<file path="src/rtl/window_read_control.sv">
`default_nettype none
// ============================================================================
// Module      : window_read_control
// Description : Walks a KxK convolution window across an image held in IMG_W
//               processing units of K row slots each. Emits one tap address
//               per accepted beat, frees the oldest row slot after each
//               output row, and waits for the writer to refill before moving on.
// Revision    : 1.0 - initial release
// ============================================================================
module window_read_control #(
  parameter int IMG_W = 28,
  parameter int IMG_H = 28,
  parameter int K     = 5
) (
  input  logic       clk,
  input  logic       nrst,
  input  logic       start,
  input  logic       row_commit,
  input  logic       rd_ready,
  output logic       rd_valid,
  output logic [5:0] rd_PU_No,
  output logic [5:0] rd_add,
  output logic [5:0] out_row,
  output logic [5:0] out_col,
  output logic       last_tap,
  output logic       row_release,
  output logic       busy,
  output logic       done,
  output logic       overflow_err
);

  localparam logic [5:0] c_K        = 6'(K);
  localparam logic [5:0] c_K_M1     = 6'(K - 1);
  localparam logic [5:0] c_COL_LAST = 6'(IMG_W - K);
  localparam logic [5:0] c_ROW_LAST = 6'(IMG_H - K);

  typedef enum logic [2:0] {
    S_IDLE      = 3'd0,
    S_WAIT_ROWS = 3'd1,
    S_READING   = 3'd2,
    S_RELEASE   = 3'd3,
    S_DONE      = 3'd4
  } state_t;

  state_t     r_state;
  state_t     w_state_nxt;
  logic [5:0] r_kc;
  logic [5:0] r_kr;
  logic [5:0] r_base_slot;
  logic [5:0] r_rows_avail;
  logic [5:0] r_out_row;
  logic [5:0] r_out_col;
  logic       r_overflow;
  logic       w_accept;
  logic       w_last_tap;
  logic       w_release;
  logic [6:0] w_add_sum;
  logic [6:0] w_add_mod;

  // Beat handshake and window-corner detection.
  assign w_accept   = (r_state == S_READING) && rd_ready;
  assign w_last_tap = (r_kr == c_K_M1) && (r_kc == c_K_M1);
  assign w_release  = (r_state == S_RELEASE);

  // Slot index is formed at 7 bits so base_slot + kr (up to 2K-2) never wraps.
  assign w_add_sum = {1'b0, r_base_slot} + {1'b0, r_kr};
  assign w_add_mod = (w_add_sum >= {1'b0, c_K}) ? (w_add_sum - {1'b0, c_K}) : w_add_sum;

  assign rd_PU_No     = r_out_col + r_kc;
  assign rd_add       = w_add_mod[5:0];
  assign out_row      = r_out_row;
  assign out_col      = r_out_col;
  assign last_tap     = w_last_tap;
  assign overflow_err = r_overflow;

  // State register.
  always_ff @(posedge clk or negedge nrst) begin
    if (!nrst) r_state <= S_IDLE;
    else       r_state <= w_state_nxt;
  end

  // Next-state and state-decoded outputs.
  always_comb begin
    w_state_nxt = r_state;
    rd_valid    = 1'b0;
    row_release = 1'b0;
    busy        = 1'b1;
    done        = 1'b0;
    case (r_state)
      S_IDLE: begin
        busy = 1'b0;
        if (start) w_state_nxt = S_WAIT_ROWS;
      end
      S_WAIT_ROWS: begin
        if (r_rows_avail == c_K) w_state_nxt = S_READING;
      end
      S_READING: begin
        rd_valid = 1'b1;
        if (w_accept && w_last_tap && (r_out_col == c_COL_LAST)) w_state_nxt = S_RELEASE;
      end
      S_RELEASE: begin
        row_release = 1'b1;
        w_state_nxt = (r_out_row == c_ROW_LAST) ? S_DONE : S_WAIT_ROWS;
      end
      S_DONE: begin
        done        = 1'b1;
        w_state_nxt = S_IDLE;
      end
      default: begin
        busy        = 1'b0;
        w_state_nxt = S_IDLE;
      end
    endcase
  end

  // Window walk: kc innermost, then kr, then out_col; row advance on release.
  always_ff @(posedge clk or negedge nrst) begin
    if (!nrst) begin
      r_kc        <= '0;
      r_kr        <= '0;
      r_out_col   <= '0;
      r_out_row   <= '0;
      r_base_slot <= '0;
    end else if (r_state == S_IDLE) begin
      r_kc        <= '0;
      r_kr        <= '0;
      r_out_col   <= '0;
      r_out_row   <= '0;
      r_base_slot <= '0;
    end else if (w_accept) begin
      if (r_kc == c_K_M1) begin
        r_kc <= '0;
        if (r_kr == c_K_M1) begin
          r_kr      <= '0;
          r_out_col <= (r_out_col == c_COL_LAST) ? 6'd0 : r_out_col + 6'd1;
        end else begin
          r_kr <= r_kr + 6'd1;
        end
      end else begin
        r_kc <= r_kc + 6'd1;
      end
    end else if (w_release) begin
      r_base_slot <= (r_base_slot == c_K_M1) ? 6'd0 : r_base_slot + 6'd1;
      r_out_row   <= r_out_row + 6'd1;
    end
  end

  // Row-slot occupancy and sticky overflow flag.
  always_ff @(posedge clk or negedge nrst) begin
    if (!nrst) begin
      r_rows_avail <= '0;
      r_overflow   <= 1'b0;
    end else if (r_state == S_IDLE) begin
      r_rows_avail <= '0;
      if (start) r_overflow <= 1'b0;
    end else begin
      case ({row_commit, w_release})
        2'b10: begin
          if (r_rows_avail == c_K) r_overflow   <= 1'b1;
          else                     r_rows_avail <= r_rows_avail + 6'd1;
        end
        2'b01: begin
          if (r_rows_avail != 6'd0) r_rows_avail <= r_rows_avail - 6'd1;
        end
        default: r_rows_avail <= r_rows_avail;
      endcase
    end
  end

endmodule
`default_nettype wire

</file>
<file path="config.mk">
export PLATFORM = sky130hd
export DESIGN_NAME = window_read_control
export DESIGN_NICKNAME = d
export VERILOG_FILES = /design/src/rtl/window_read_control.sv
export SDC_FILE = /design/constraint.sdc
export NUM_CORES = 1
export LEC_CHECK = 0
export ABC_AREA = 1
export CAP_MARGIN = 15
export CORE_ASPECT_RATIO = 0.75
export CORE_MARGIN = 5
export CORE_UTILIZATION = 50
export DETAILED_ROUTE_END_ITERATION = 8
export PLACE_DENSITY = 0.81
export SYNTH_ARGS = -nofsm -noshare
export SYNTH_HDL_FRONTEND = slang
export SYNTH_SLANG_ARGS = --single-unit
</file>
<file path="constraint.sdc">
create_clock -name clk -period 4.93 [get_ports clk]
set_input_delay 0.493 -clock clk [delete_from_list [all_inputs] [get_ports clk]]
set_output_delay 0.493 -clock clk [all_outputs]
set_load 0.005 [all_outputs]
</file>
==> results.sh <==
export IMPL_timing_rr_start="r_state[2]"
export IMPL_seqPwrFrac_pct=25.5
export IMPL_power_switching_mw=0.8991
export IMPL_cap_violations=0
export IMPL_path_max_fanout=5
export IMPL_endpoint="rd_add[0]"
export IMPL_timing_critical_path_from="r_base_slot[0]"
export IMPL_cts_sinks=40
export IMPL_ff2ff_setup_slack_ns=2.88
export IMPL_grt_pass1_vias=2663
export IMPL_instances_no_fill=526
export IMPL_vias_per_cell=5.247
export IMPL_relSlewSlack_pct=40.05
export IMPL_hold_viol_final=0
export IMPL_nets=480
export IMPL_cts_resized=0
export IMPL_rsz0062_at_grt="false"
export IMPL_numCtsBuffers=5
export IMPL_ys_warnings_count=0
export IMPL_finalSetupViolations=0
export IMPL_skew_ns=0.01217
export IMPL_routed_wl_um=6861
export IMPL_worstMarginPinSlew_ns=0.8992
export IMPL_num_rows=24
export IMPL_p_total_mw=1.970
export IMPL_die_w_um=100.3
export IMPL_use_met2_pct=29.43
export IMPL_clockBufferDepth=2
export IMPL_synth_seq_area_share_pct=32.75
export IMPL_use_met1_pct=24.75
export IMPL_area_delta_synth_final_pct=17.07
export IMPL_grt_max_degree=41
export IMPL_setup_tns_ns=0
export IMPL_grt_busiest_layer="met2"
export IMPL_fin_crit_ns=3.383
export IMPL_synth_cell_types=37
export IMPL_cts_tree="yes"
export IMPL_num_antenna_cells=0
export IMPL_peakVddDrop_mv=0.2319
export IMPL_pre_cts_ws_ns=1.871
export IMPL_layout_setup_ws_ns=1.547
export IMPL_cts_hold_buffers=0
export IMPL_drtPass1Iterations=4
export IMPL_h_tree_depth=2
export IMPL_p_sw_share_pct=45.63
export IMPL_placedCellCount=518
export IMPL_synth_area_um2=3057
export IMPL_status="completed"
export IMPL_hold_class="in -> async"
export IMPL_holdWs_ns=0.3182
export IMPL_startpoint_type="flip-flop"
export IMPL_post_cts_buffers=0
export IMPL_power_density_nw_per_um2=550.6
export IMPL_avgRoutedWirePerCell_um=13.04
export IMPL_endpoint_kind="output port"
export IMPL_p_leak_nw=1.774
export IMPL_drv_slew=0
export IMPL_cp_required_ns=4.44
export IMPL_synth_ff_latch_count=40
export IMPL_grt_met3_usage_pct=3.674
export IMPL_critPathKind="reg -> out"
export IMPL_routabilityCongestion=0.8809
export IMPL_die_h_um=77.71
export IMPL_die_area_um2=7793
export IMPL_drive_above_1_share_pct=9.821
export IMPL_dp_hpwl_um=5289
export IMPL_detail_route_iter0_violations=156
export IMPL_core_area_um2=5886
export IMPL_regToRegEndpoint="r_rows_avail[3]"
export IMPL_final_area_um2=3578
export IMPL_syn_nets=442
export IMPL_ant_nets=0
export IMPL_pwr_share_comb_pct=60.1
export IMPL_fmaxAchievable_mhz=295.6
export IMPL_grt_use_total_pct=18.13
export IMPL_r2r_cells=8
export IMPL_final_util_pct=60.80
export IMPL_path_clk_slew_ns=0.09
export IMPL_pwr_share_clk_pct=14.4
export IMPL_grt_remaining_overflow=0
export IMPL_dpl_cell_area_um2=3462
export IMPL_p_int_mw=1.071
export IMPL_vias=2760
export IMPL_root_buffer="clkbuf_8"
export IMPL_clock_latency_ns=0.30
export IMPL_synthCells=409
export IMPL_drc_errors=0
export IMPL_worstPathArrival_ns=2.89
export IMPL_portBuffers=34
export IMPL_start_util_pct=51.93
export IMPL_fin_crit_sh_pct=68.62
export IMPL_avgSynthCellArea_um2=7.474
export IMPL_ios=35
export IMPL_grt_pass1_wl_um=11740
export IMPL_antenna_found_initial=0
## worst min path at each step
stage | slack [ns] | start | to
4_1_cts | 0.35 | nrst | r_kr[0]
6_report | 0.32 | nrst | r_kc[3]
3_5_place_dp | 0.48 | overflow_err | overflow_err
3_3_place_gp | 0.47 | overflow_err | overflow_err
2_1_floorplan | 0.20 | nrst | out_col[0]
5_1_grt | 0.40 | nrst | r_base_slot[1]
## metal layers
| layer | part of all wire [%] | vias to the layer above |
|---|---|---|
| li1 | - | 1410 |
| met1 | 47 | 1278 |
| met2 | 48 | 58 |
| met3 | 3.9 | 14 |
| met4 | 1.3 | 0 |
| met5 | 0 | - |
## Yosys cell counts (all sizes together)
library cell / number / area, um^2
buf: 3 / 27.52
xor2: 11 / 96.34
o31ai: 3 / 22.52
nand2b: 1 / 6.260
inv: 59 / 224.0
nand4: 11 / 68.82
dfrtp: 40 / 1001
o21ai: 32 / 167.7
nor3b: 1 / 12.51
nor3: 5 / 30.03
clkinv: 1 / 5.000
a21o: 1 / 7.510
nand3b: 2 / 18.77
ha: 25 / 312.8
o22ai: 1 / 6.260
nor2: 57 / 254.0
a22o: 1 / 8.760
xnor2: 5 / 43.79
nand3: 37 / 207.7
a22oi: 1 / 7.510
nand2: 88 / 360.3
or2: 2 / 12.51
a21oi: 19 / 95.09
fa: 3 / 60.06
## area by class of cell
| class | count | area (um^2) |
|---|---|---|
| fill | 531 | 2307 |
| multi-input combinational | 306 | 1799 |
| sequential | 40 | 1001 |
| timing repair buffer | 34 | 335.3 |
| inverter | 60 | 229.0 |
| tap | 78 | 97.59 |
| clock buffer | 5 | 68.82 |
| clock inverter | 3 | 47.55 |
## layout by cell type, fill, tap and decap left out, types with 2 or more instances in the layout
cell	netlist	final
nand2_2	9	9
nand2_1	78	78
nand3_2	2	2
or2_2	2	2
ha_1	25	25
xnor2_1	5	5
inv_2	5	5
fa_1	3	3
dfrtp_1	40	40
clkdlybuf4s50_1	0	33
o21ai_2	2	2
nor3_1	4	4
nand4_1	11	11
inv_1	53	53
nand3_1	34	34
o21ai_0	20	20
a21oi_1	19	19
o21ai_1	10	10
clkbuf_8	0	5
o31ai_1	3	3
nor2_1	49	49
nor2_4	4	4
xor2_1	11	11
clkinv_4	0	2
nor2_2	4	4
## cells by family (layout without fill, tap and decap cells)
family          Yosys count  in the layout  share of synthesized area (%)
fa+ha+maj                28             28                          12.20
compound gates           58             58                          10.32
flops                    40             40                          32.75
xor+xnor                 16             16                          4.584
simple gates            204            204                          31.76
buf+inv                  63            102                          8.391
## flip-flops by register name, summed over array words and instances (netlist names)
name          flops
overflow_err      1
r_base_slot       6
out_col           6
r_rows_avail      6
r_kc              6
r_kr              6
r_state           3
out_row           6
## power by group through the flow
| stage | logic, mW | registers (mW) | clock network, mW |
|---|---|---|---|
| floorplan | 0.804 | 0.483 | 0 |
| global placement | 1.14 | 0.499 | 0 |
| detailed placement | 1.18 | 0.508 | 0 |
| CTS | 1.19 | 0.501 | 0.291 |
| global route | 1.34 | 0.514 | 0.308 |
| finish | 1.18 | 0.502 | 0.284 |
## critical path, cell delays in order, from the launching register on
cell             delay, ns
dfrtp_1               0.43
ha_1                  0.21
inv_1                 0.06
fa_1                  0.56
ha_1                  0.17
inv_1                 0.04
nor2_1                0.09
nand3_1               0.08
nand2_1               0.10
inv_1                 0.09
nand3_1               0.12
nand2_1               0.07
nand2_1               0.07
clkdlybuf4s50_1       0.50
Power figures use the tool's default switching activity.
